--- src/rtl/neuron_input_arbiter.sv ---
// Round-robin arbiter sharing one neuron input channel between N 4-phase
// requesters, with periodic leak events injected into the same channel.
//
// state | meaning
// ------+--------------------------------------------------------------
// IDLE  | no grant outstanding; arbitrate pending leak, then requesters
// ISSUE | nrn_req high, waiting for synchronized neuron ack
// RTZ   | return-to-zero: waiting for ack low and granted req low
module neuron_input_arbiter #(
   parameter int N           = 4,
   parameter int LEAK_PERIOD = 64,
   parameter int IDW         = $clog2(N + 1)
) (
   input  logic           clk,
   input  logic           rst,
   input  logic [N-1:0]   src_req,
   output logic [N-1:0]   src_ack,
   output logic           nrn_req,
   input  logic           nrn_ack,
   output logic [IDW-1:0] grant_id,
   output logic           grant_vld,
   input  logic           leak_en,
   output logic           leak_ovf
);

   localparam int PW          = $clog2(N);
   localparam int LCW         = (LEAK_PERIOD > 1) ? $clog2(LEAK_PERIOD) : 1;
   localparam int LEAK_LAST_I = (LEAK_PERIOD > 1) ? LEAK_PERIOD - 1 : 0;
   localparam logic [LCW-1:0] LEAK_LAST = LCW'(LEAK_LAST_I);
   localparam logic [IDW-1:0] LEAK_ID   = IDW'(N);
   localparam bit             LEAK_ON   = (LEAK_PERIOD > 0);

   typedef enum logic [1:0] {
      S_IDLE  = 2'd0,
      S_ISSUE = 2'd1,
      S_RTZ   = 2'd2
   } state_t;

   state_t           state, state_nxt;
   logic [PW-1:0]    rr_ptr, rr_ptr_nxt;
   logic [LCW-1:0]   leak_cnt, leak_cnt_nxt;
   logic             leak_pend, leak_pend_nxt;
   logic             leak_wrap, leak_clr;
   logic             ack_meta, ack_s;
   logic [N-1:0]     src_ack_nxt;
   logic             nrn_req_nxt;
   logic [IDW-1:0]   grant_id_nxt;
   logic             grant_vld_nxt;
   logic             leak_ovf_nxt;
   logic [N-1:0]     req_rot;
   logic             req_found;
   logic [PW:0]      pick_sum;
   logic [PW-1:0]    pick;
   logic             gnt_req;

   // Two-flop synchronizer for the self-timed neuron acknowledge.
   always_ff @(posedge clk) begin
      if (rst) begin
         ack_meta <= 1'b0;
         ack_s    <= 1'b0;
      end else begin
         ack_meta <= nrn_ack;
         ack_s    <= ack_meta;
      end
   end

   // Leak period counter; a wrap while a leak is still pending is dropped.
   always_comb begin
      leak_wrap     = LEAK_ON && leak_en && (leak_cnt == LEAK_LAST);
      leak_cnt_nxt  = leak_cnt;
      if (LEAK_ON && leak_en)
         leak_cnt_nxt = leak_wrap ? '0 : leak_cnt + 1'b1;
      leak_pend_nxt = leak_wrap ? 1'b1 : (leak_clr ? 1'b0 : leak_pend);
      leak_ovf_nxt  = leak_wrap && leak_pend && !leak_clr;
   end

   // Rotating-priority search: first set request at or above rr_ptr, wrapping.
   always_comb begin
      req_rot   = N'({src_req, src_req} >> rr_ptr);
      req_found = 1'b0;
      pick_sum  = '0;
      for (int i = 0; i < N; i++) begin
         if (!req_found && req_rot[i]) begin
            req_found = 1'b1;
            pick_sum  = {1'b0, rr_ptr} + (PW + 1)'(i);
         end
      end
      if (pick_sum >= (PW + 1)'(N))
         pick = PW'(pick_sum - (PW + 1)'(N));
      else
         pick = PW'(pick_sum);
   end

   // Request level of the currently granted source (zero for a leak grant).
   always_comb begin
      gnt_req = 1'b0;
      for (int i = 0; i < N; i++)
         if (grant_id == IDW'(i))
            gnt_req = src_req[i];
   end

   // Next-state and registered-output logic of the handshake FSM.
   always_comb begin
      state_nxt     = state;
      rr_ptr_nxt    = rr_ptr;
      src_ack_nxt   = src_ack;
      nrn_req_nxt   = nrn_req;
      grant_id_nxt  = grant_id;
      grant_vld_nxt = grant_vld;
      leak_clr      = 1'b0;
      case (state)
         S_IDLE: begin
            if (leak_pend) begin
               leak_clr      = 1'b1;
               grant_id_nxt  = LEAK_ID;
               nrn_req_nxt   = 1'b1;
               grant_vld_nxt = 1'b1;
               state_nxt     = S_ISSUE;
            end else if (req_found) begin
               grant_id_nxt  = IDW'(pick);
               nrn_req_nxt   = 1'b1;
               grant_vld_nxt = 1'b1;
               state_nxt     = S_ISSUE;
            end
         end
         S_ISSUE: begin
            if (ack_s) begin
               nrn_req_nxt = 1'b0;
               for (int i = 0; i < N; i++)
                  if (grant_id == IDW'(i))
                     src_ack_nxt[i] = 1'b1;
               state_nxt = S_RTZ;
            end
         end
         S_RTZ: begin
            if (!ack_s && !gnt_req) begin
               src_ack_nxt   = '0;
               grant_vld_nxt = 1'b0;
               if (grant_id != LEAK_ID) begin
                  if (grant_id[PW-1:0] == PW'(N - 1))
                     rr_ptr_nxt = '0;
                  else
                     rr_ptr_nxt = grant_id[PW-1:0] + 1'b1;
               end
               state_nxt = S_IDLE;
            end
         end
         default: begin
            state_nxt = S_IDLE;
         end
      endcase
   end

   // State, pointer, leak and output registers.
   always_ff @(posedge clk) begin
      if (rst) begin
         state     <= S_IDLE;
         rr_ptr    <= '0;
         leak_cnt  <= '0;
         leak_pend <= 1'b0;
         src_ack   <= '0;
         nrn_req   <= 1'b0;
         grant_id  <= '0;
         grant_vld <= 1'b0;
         leak_ovf  <= 1'b0;
      end else begin
         state     <= state_nxt;
         rr_ptr    <= rr_ptr_nxt;
         leak_cnt  <= leak_cnt_nxt;
         leak_pend <= leak_pend_nxt;
         src_ack   <= src_ack_nxt;
         nrn_req   <= nrn_req_nxt;
         grant_id  <= grant_id_nxt;
         grant_vld <= grant_vld_nxt;
         leak_ovf  <= leak_ovf_nxt;
      end
   end

endmodule

--- config.mk ---
export PLATFORM = sky130hd
export DESIGN_NAME = neuron_input_arbiter
export DESIGN_NICKNAME = d
export VERILOG_FILES = /design/src/rtl/neuron_input_arbiter.sv
export SDC_FILE = /design/constraint.sdc
export NUM_CORES = 1
export LEC_CHECK = 0
export CORE_UTILIZATION = 55
export DETAILED_ROUTE_END_ITERATION = 12
export PLACE_DENSITY = 0.85
export SLEW_MARGIN = 30
export SYNTH_ARGS = -nofsm -noshare
export SYNTH_HDL_FRONTEND = slang
export SYNTH_SLANG_ARGS = --single-unit
--- constraint.sdc ---
create_clock -name clk -period 4.1 [get_ports clk]
set_input_delay 0.82 -clock clk [delete_from_list [all_inputs] [get_ports clk]]
set_output_delay 0.82 -clock clk [all_outputs]
set_load 0.1 [all_outputs]
* Word-level counts from Yosys, hierarchy flattened
Cells that the tools add are included.
** Word-level totals
- Register bits :: 23
- Input port bits :: 8
- Output and inout port bits :: 10
- Logic and storage cells :: 105
** Operators by class
- Add/subtract/negate cells :: 6
- $lt $le $gt $ge :: 1
- Equality and inequality tests :: 15
- Shift-type cells :: 1
- Multiplexer cells :: 39
- Reductions and logical operators :: 29
** Operators by type and width (number)
- 1-bit two-way mux :: 20
- 4-bit AND reduction :: 4
- 3-bit two-way mux :: 5
- 2-bit two-way mux :: 7
- 2-bit inequality test, second input constant :: 6
- 3-bit AND reduction :: 4
- 2-bit nonzero test :: 5
- 4-bit two-way mux :: 2
- 4-bit case mux with 2 select lines :: 1
- 8-bit by 2-bit right shift with 4-bit output :: 1
- 1-bit logical AND :: 7
- 2-bit by 2-bit adder with 3-bit output, second input constant :: 2
- 6-bit by 1-bit adder with 6-bit output, second input constant :: 1
- 3-bit by 2-bit equality test with 1-bit output, second input constant :: 2
- 6-bit equality test, second input constant :: 1
- 1-bit logical NOT :: 6
- 6-bit two-way mux :: 1
- 3-bit inequality test, second input constant :: 2
- 2-bit case mux with 3 select lines :: 1
- 2-bit equality test, second input constant :: 2
- 1-bit case mux with 2 select lines :: 2
- 2-bit by 1-bit adder with 3-bit output, second input constant :: 1
- 3-bit by 1-bit equality test with 1-bit output, second input constant :: 1
- 3-bit >= comparator, second input constant :: 1
- 6 further kinds :: 6

* Depth between registers and ports, before layout
Gate-level depths: netlist of run 1.
- Depth in word-level cells :: 15
- Mapped depth :: 6
- Gate-level depth less buffers :: 6

* Worst setup path before layout of run 1
OpenSTA, ideal clock, no wires.
- Path type :: reg2reg
- From :: register grant_id[0]
- To :: register rr_ptr[0]
- Library setup time :: 0.121 ns
- Arrival :: 2.365 ns
- Data required time :: 3.979 ns
- Setup slack :: 1.613 ns
- Stages on the path, launching flop included :: 7
- Path buffers :: 0
- Period minus slack after synthesis :: 2.487 ns
- Path through :: dfxtp_1 inv_1 ha_1 a21oi_1 a2111oi_4 a211oi_2 mux2_4
** On the way
- Word-level cells in the longest chain between the ends :: 8
- Elaborated cells between the ends (all ways) :: 15
- Those cells by class :: 1 x add/sub; 5 x eq/ne; 5 x mux; 4 x reduce/logical
** Ends and longest elaborated chain
- start, declared :: RTL line 20 : output logic [IDW-1:0] grant_id,
- start signal, assigned :: RTL line 173 : grant_id <= grant_id_nxt;
- 3-bit logical NOT :: RTL line 98 : if (grant_id == IDW'(i))
- 1-bit two-way mux (4 in series) :: RTL line 98
- 1-bit logical NOT :: RTL line 136 : if (!ack_s && !gnt_req) begin
- 1-bit logical AND :: RTL line 136
- 3-bit AND reduction (no source line)
- end signal, assigned :: RTL line 168 : rr_ptr <= rr_ptr_nxt;
- end, declared :: RTL line 40 : logic [PW-1:0] rr_ptr, rr_ptr_nxt;
Several ways; a longest one is shown, not always the timed one.
A chain may end at the register's enable or synchronous reset.

* Worst setup path after layout of run 1
- From :: register grant_id[2]
- To :: output grant_id[2]
No word-level cell between the ends.

==> results.sh, run 1 <==
export IMPL_hold_ws_ps=455
export IMPL_area_delta_synth_final_pct=19.9
export IMPL_antenna_found_initial=0
export IMPL_synth_fp_nets=134
export IMPL_synth_fa_ha_area_share_pct=5.62
export IMPL_hold_path_class="flip-flop to flip-flop"
export IMPL_synth_area_um2=1110
export IMPL_wl_met3_um=55
export IMPL_drive_gt1_share_pct=9.29
export IMPL_synth_enable_flop_cells=0
export IMPL_yosysMostFrequentCell="dfxtp_1"
export IMPL_grt_first_pass_wirelength_mm=3.79
export IMPL_post_synth_num_cell_types=34
export IMPL_die_h_um=47.0
export IMPL_die_w_um=47.0
export IMPL_p_int_mw=0.299
export IMPL_drt_iter0_markers=20
export IMPL_yosysTopAreaCell="dfxtp_1"
export IMPL_htreeDepth=1
export IMPL_clock_latency_ps=320
export IMPL_vias=962
export IMPL_drt_wirelength_per_cell_um=14.3
export IMPL_final_setup_skew_ps=3.64
export IMPL_period_needed_ps=2880
export IMPL_initial_utilization_pct=61.7
export IMPL_required_ps=3280
export IMPL_highest_layer="met4"
export IMPL_routed_via_density=5.83
export IMPL_seq_area_frac_synth_pct=41.4
export IMPL_crit_chain="clkdlybuf4s50_1"
export IMPL_synth_commonest_cells="23 x dfxtp_1, 14 x a21oi_1, 12 x nor2_1"
export IMPL_nets=154
export IMPL_post_cts_resized=0
export IMPL_rsz0062_at_grt="no"
export IMPL_crit_buf_inv=1
export IMPL_fmax_mhz=348
export IMPL_crit_path_start_kind="flip-flop"
export IMPL_ir_drop_mv=0.249
export IMPL_netlist_top_cells_area="dfxtp_1 41%, a21oi_1 6.3%, ha_1 5.6%"
export IMPL_antenna_left=0
export IMPL_cts_tree="built"
export IMPL_maxCapViolations=0
export IMPL_synthMuxAreaShare_pct=3.15
export IMPL_cts_root_buffer="clkbuf_4"
export IMPL_synth_top_family_by_area="simple AND/OR/NAND/NOR gates"
export IMPL_arrival_ps=2060
export IMPL_p_leak_nw=0.491
export IMPL_power_density_nw_per_um2=326
export IMPL_synth_seq_cells=23
export IMPL_synthFlopType="dfxtp_1"
export IMPL_diodes=0
export IMPL_drtPass1Iterations=4
export IMPL_routed_wl_met2_mm=1.19
export IMPL_cts_hold_buf=0
export IMPL_cts_made_buffers=3
export IMPL_clock_sinks=23
export IMPL_slowest_stage="clkdlybuf4s50_1"
export IMPL_worst_setup_path_type="flip-flop to output port"
export IMPL_port_buffers=17
export IMPL_seq_power_share_pct=54.8
export IMPL_yosys_warnings=0
export IMPL_p_clk_share_pct=24.7
export IMPL_switching_power_mw=0.136
export IMPL_finalHoldViolCount=0
export IMPL_synth_compound_area_share_pct=15.6
export IMPL_synthXorXnorAreaFrac_pct=3.15
export IMPL_status="completed"
export IMPL_grt_max_degree=23
export IMPL_grt_pass1_vias=868
export IMPL_grt_usage_pct=25.2
export IMPL_max_stage_delay_ps=1200
export IMPL_hpwl_mm=1.69
export IMPL_end_kind="output port"
export IMPL_row_count=15
export IMPL_swShare_pct=31.2
export IMPL_netlist_instances=121
export IMPL_min_period_over_period_pct=70.2
export IMPL_slew_viol_final=0
export IMPL_clkTransAtPathRegs_ps=130
export IMPL_relSlewSlack_pct=35.6
export IMPL_synth_top_area_share_pct=41.4
export IMPL_async_flop_share_pct=0
export IMPL_drc=0
export IMPL_path_max_fanout=6
export IMPL_wl_met1_mm=1.08
export IMPL_grt_overflow=0
export IMPL_wl_mm=2.36
export IMPL_gp_congestion=0.830
export IMPL_core_um2=1800
export IMPL_die_area_um2=2210
export IMPL_ios=18
export IMPL_worst_pin_slew_ps=963
export IMPL_setup_viol=0
export IMPL_post_cts_buffers=0
export IMPL_synth_simple_gate_area_share_pct=29.0
export IMPL_comb_power_share_pct=20.4
export IMPL_setup_tns_ps=0
export IMPL_avgSynthCellArea_um2=9.19
export IMPL_clock_path_buffers=2
export IMPL_crit_family="buffers and inverters"
[sequential cells by signal, indices dropped and copies added (netlist names)]
signal and cells:
leak_cnt 6, src_ack 4, grant_id 3, rr_ptr 2, state 2, ack_meta 1
ack_s 1, grant_vld 1, leak_ovf 1, leak_pend 1, nrn_req 1
[cells in the final DEF (no fill, tap or decap), types with 3 or more instances in the layout]
cell,instances
dfxtp_1,23
clkdlybuf4s50_1,17
a21oi_1,14
nor2_1,12
nand2_1,9
nand2b_1,6
nand3b_1,5
nor2b_1,5
nor3_1,5
ha_1,5
inv_1,4
o21ai_0,3
xor2_1,3
clkbuf_4,3
[power by group through the flow]
stage	clock network (mW)	registers, mW	logic, mW
after floorplan	0	0.271	0.0340
after global placement	0	0.243	0.0856
after detailed placement	0	0.243	0.0871
after CTS	0.110	0.238	0.0879
after global routing	0.121	0.239	0.0937
final	0.108	0.238	0.0887
[per-layer routing]
metal | track usage [%] | vias to the layer above
li1 | - | 470
met1 | 30.5 | 460
met2 | 43.3 | 27
met3 | 2.69 | 5
met4 | 14.3 | 0
met5 | 0 | -
[stage by stage]
stage                     instances  worst slack, ps  power (mW)  area [um^2]  util [%]
after floorplan                 121             1610       0.305         1110         -
after global placement          161             1600       0.328         1310      72.5
after detailed placement        161             1570       0.330         1310      72.5
after CTS                       165             1230       0.436         1330      74.0
after global routing            165             1200       0.454         1330      74.0
final                           165             1220       0.434         1330      74.0
[final timing paths]
check                                start                      to  slack [ps]  cells past startpoint
hold reg to reg        ack_meta$_SDFF_PP0_        ack_s$_SDFF_PP0_         460                      1
setup reg to reg  grant_id[0]$_SDFFE_PP0P_  rr_ptr[0]$_SDFFE_PP0P_        2190                      6
hold / removal         ack_meta$_SDFF_PP0_        ack_s$_SDFF_PP0_         460                      1
setup / recovery  grant_id[2]$_SDFFE_PP0P_             grant_id[2]        1220                      1
[cell type report]
class	count	area, um^2
Clock buffer	3	22.5
Clock inverter	1	5.00
Fill cell	144	468
Inverter	4	15.0
Multi-Input combinational cell	92	629
Sequential cell	23	460
Tap cell	25	31.3
Timing Repair Buffer	17	170
[cells by family (layout without fill, tap and decap cells)]
family,after synthesis,after routing
AND/OR/NAND/NOR,55,55
flip-flops,23,23
buffers and inverters,6,25
AO/OA/AOI/OAI,25,25
XOR/XNOR,4,4
adder cells (fa/ha/maj),5,5
multiplexers,3,3
(Power assumes the default switching activity.)
==> run 2: changes to the inputs <==
--- a/config.mk
+++ b/config.mk
@@ -5,9 +5,9 @@
 export SDC_FILE = /design/constraint.sdc
 export NUM_CORES = 1
 export LEC_CHECK = 0
-export CORE_UTILIZATION = 55
+export CORE_UTILIZATION = 51
 export DETAILED_ROUTE_END_ITERATION = 12
-export PLACE_DENSITY = 0.85
+export PLACE_DENSITY = 0.8
 export SLEW_MARGIN = 30
 export SYNTH_ARGS = -nofsm -noshare
 export SYNTH_HDL_FRONTEND = slang
==> constraint.sdc (replaced) <==
create_clock -name clk -period 2.9 [get_ports clk]
set_input_delay 0.58 -clock clk [delete_from_list [all_inputs] [get_ports clk]]
set_output_delay 0.58 -clock clk [all_outputs]
set_load 0.1 [all_outputs]
==> results.sh, run 2 (synthesis results as in run 1) <==
export IMPL_min_delay_start="ack_meta$_SDFF_PP0_"
export IMPL_clock_path_buffers=2
export IMPL_min_period_over_period_pct=68.6
export IMPL_antenna_found_initial=0
export IMPL_row_count=16
export IMPL_setup_viol=0
export IMPL_top_regs="leak_cnt: 6 flops, src_ack: 4 flops, grant_id: 3 flops"
export IMPL_cts_tree="built"
export IMPL_die_w_um=48.7
export IMPL_finalHoldViolCount=0
export IMPL_swShare_pct=31.2
export IMPL_setup_tns_ps=0
export IMPL_grt_overflow=0
export IMPL_post_cts_buffers=0
export IMPL_holdPathStages=1
export IMPL_post_cts_resized=0
export IMPL_utilization_pct=66.0
export IMPL_vias=926
export IMPL_cts_made_buffers=3
export IMPL_crit_path_start_kind="input port"
export IMPL_gp_congestion=0.820
export IMPL_cts_hold_buf=0
export IMPL_stdcell_area_um2=1320
export IMPL_clock_latency_ps=320
export IMPL_die_area_um2=2370
export IMPL_max_stage_delay_ps=610
export IMPL_clkTransAtPathRegs_ps=130
export IMPL_worst_setup_path_type="input port to flip-flop"
export IMPL_ir_drop_mv=0.354
export IMPL_status="completed"
export IMPL_drive_gt1_share_pct=17.0
export IMPL_layout_common_cells="23 x dfxtp_1, 14 x a21oi_1, 12 x nor2_1, 11 x buf_4, 9 x nand2_1"
export IMPL_nets=155
export IMPL_routed_via_density=5.51
export IMPL_die_h_um=48.7
export IMPL_wl_met3_um=83
export IMPL_drc=0
export IMPL_fmax_mhz=502
export IMPL_drt_wirelength_per_cell_um=13.3
export IMPL_drtPass1Iterations=4
export IMPL_slowest_stage="clkdlybuf4s50_1"
export IMPL_crit_family="compound AO/OA/AOI/OAI gates"
export IMPL_p_clk_share_pct=25.1
export IMPL_cts_root_buffer="clkbuf_4"
export IMPL_power_density_nw_per_um2=464
export IMPL_p_int_mw=0.422
export IMPL_r2r_start="grant_id[0]$_SDFFE_PP0P_"
export IMPL_grt_pass1_vias=890
export IMPL_comb_power_share_pct=20.0
export IMPL_rsz0062_at_grt="no"
export IMPL_required_ps=3120
export IMPL_wl_mm=2.23
export IMPL_initial_utilization_pct=55.6
export IMPL_max_flop_register="leak_cnt"
export IMPL_arrival_ps=2210
export IMPL_drt_iter0_markers=22
export IMPL_wl_met1_mm=1.13
export IMPL_crit_chain="clkdlybuf4s50_1 -> a21oi_1 -> a2111oi_4 -> a211oi_2 -> mux2_4"
export IMPL_hpwl_mm=1.66
export IMPL_r2r_cells=6
export IMPL_grt_usage_pct=21.0
export IMPL_slew_viol_final=0
export IMPL_p_leak_nw=0.510
export IMPL_area_delta_synth_final_pct=18.8
export IMPL_final_setup_skew_ps=1.70
export IMPL_power_mw=0.613
export IMPL_rrSetupSlack_ps=980
export IMPL_worst_pin_slew_ps=468
export IMPL_grt_first_pass_wirelength_mm=3.84
export IMPL_diodes=0
export IMPL_antenna_left=0
export IMPL_htreeDepth=1
export IMPL_routed_wl_met2_um=996
export IMPL_grt_max_degree=15
export IMPL_period_needed_ps=1990
export IMPL_r2r_end="rr_ptr[0]$_SDFFE_PP0P_"
export IMPL_placed_cell_area_um2=1290
export IMPL_ios=18
export IMPL_path_max_fanout=7
export IMPL_hold_end="ack_s$_SDFF_PP0_"
export IMPL_highest_layer="met4"
export IMPL_switching_power_mw=0.191
export IMPL_crit_buf_inv=1
export IMPL_maxCapViolations=0
export IMPL_core_um2=2000
export IMPL_seq_power_share_pct=55.0
export IMPL_hold_path_class="flip-flop to flip-flop"
export IMPL_port_buffers=17
export IMPL_relSlewSlack_pct=68.7
export IMPL_largest_reg_flops=6
export IMPL_final_common_cell="dfxtp_1"
export IMPL_end_kind="flip-flop"
export IMPL_clock_sinks=23
[run 2: changes by cell type in the layout (fill, tap and decap cells not counted)]
cell and delta:
clkinvlp_4 +1, clkinv_2 -1, clkdlybuf4s50_1 -10, buf_4 +11
[run 2: worst max-delay path by stage]
stage / startpoint / end / slack (ps) / cells past startpoint
3_5_place_dp: src_req[1] / rr_ptr[0]$_SDFFE_PP0P_ / 590 / 5
4_1_cts: src_req[1] / rr_ptr[0]$_SDFFE_PP0P_ / 930 / 5
6_report: src_req[1] / rr_ptr[0]$_SDFFE_PP0P_ / 910 / 5
3_3_place_gp: src_req[1] / rr_ptr[0]$_SDFFE_PP0P_ / 640 / 5
2_1_floorplan: grant_id[0]$_SDFFE_PP0P_ / rr_ptr[0]$_SDFFE_PP0P_ / 410 / 6
5_1_grt: src_req[0] / grant_id[0]$_SDFFE_PP0P_ / 830 / 5
[run 2: metrics by stage]
stage | hold slack [ps] | setup WS (ps) | instances
2_1_floorplan | 414 | 413 | 121
3_3_place_gp | 422 | 639 | 164
3_5_place_dp | 441 | 588 | 164
4_1_cts | 464 | 933 | 168
5_1_grt | 470 | 831 | 168
6_report | 462 | 910 | 168
[run 2: metal layers]
metal	GRT usage [%]	vias to the layer above
met2	34.0	16
met3	5.97	5
met1	27.3	435
met4	4.90	0
met5	0	-
li1	-	470
[run 2: area by class of cell]
type                    count  area [um^2]
inverters                   4         15.0
well taps                  27         33.8
fillers                   163          681
repair buffers             18          153
clock buffers               3         22.5
flip-flops and latches     23          460
multi-input cells          92          629
clock inverters             1         7.51
[run 2: power groups by stage]
stage          combinational (mW)  sequential (mW)  clock (mW)
6_report                    0.122            0.337       0.154
2_1_floorplan              0.0481            0.383           0
3_3_place_gp                0.119            0.344           0
3_5_place_dp                0.122            0.344           0
5_1_grt                     0.130            0.339       0.166
4_1_cts                     0.122            0.337       0.157
[run 2: worst register-to-register path, stage by stage, from the launching register on]
cell       delay [ps]
dfxtp_1           460
inv_1             110
ha_1              240
a21oi_1           220
a2111oi_4         120
a211oi_2          340
mux2_4            330
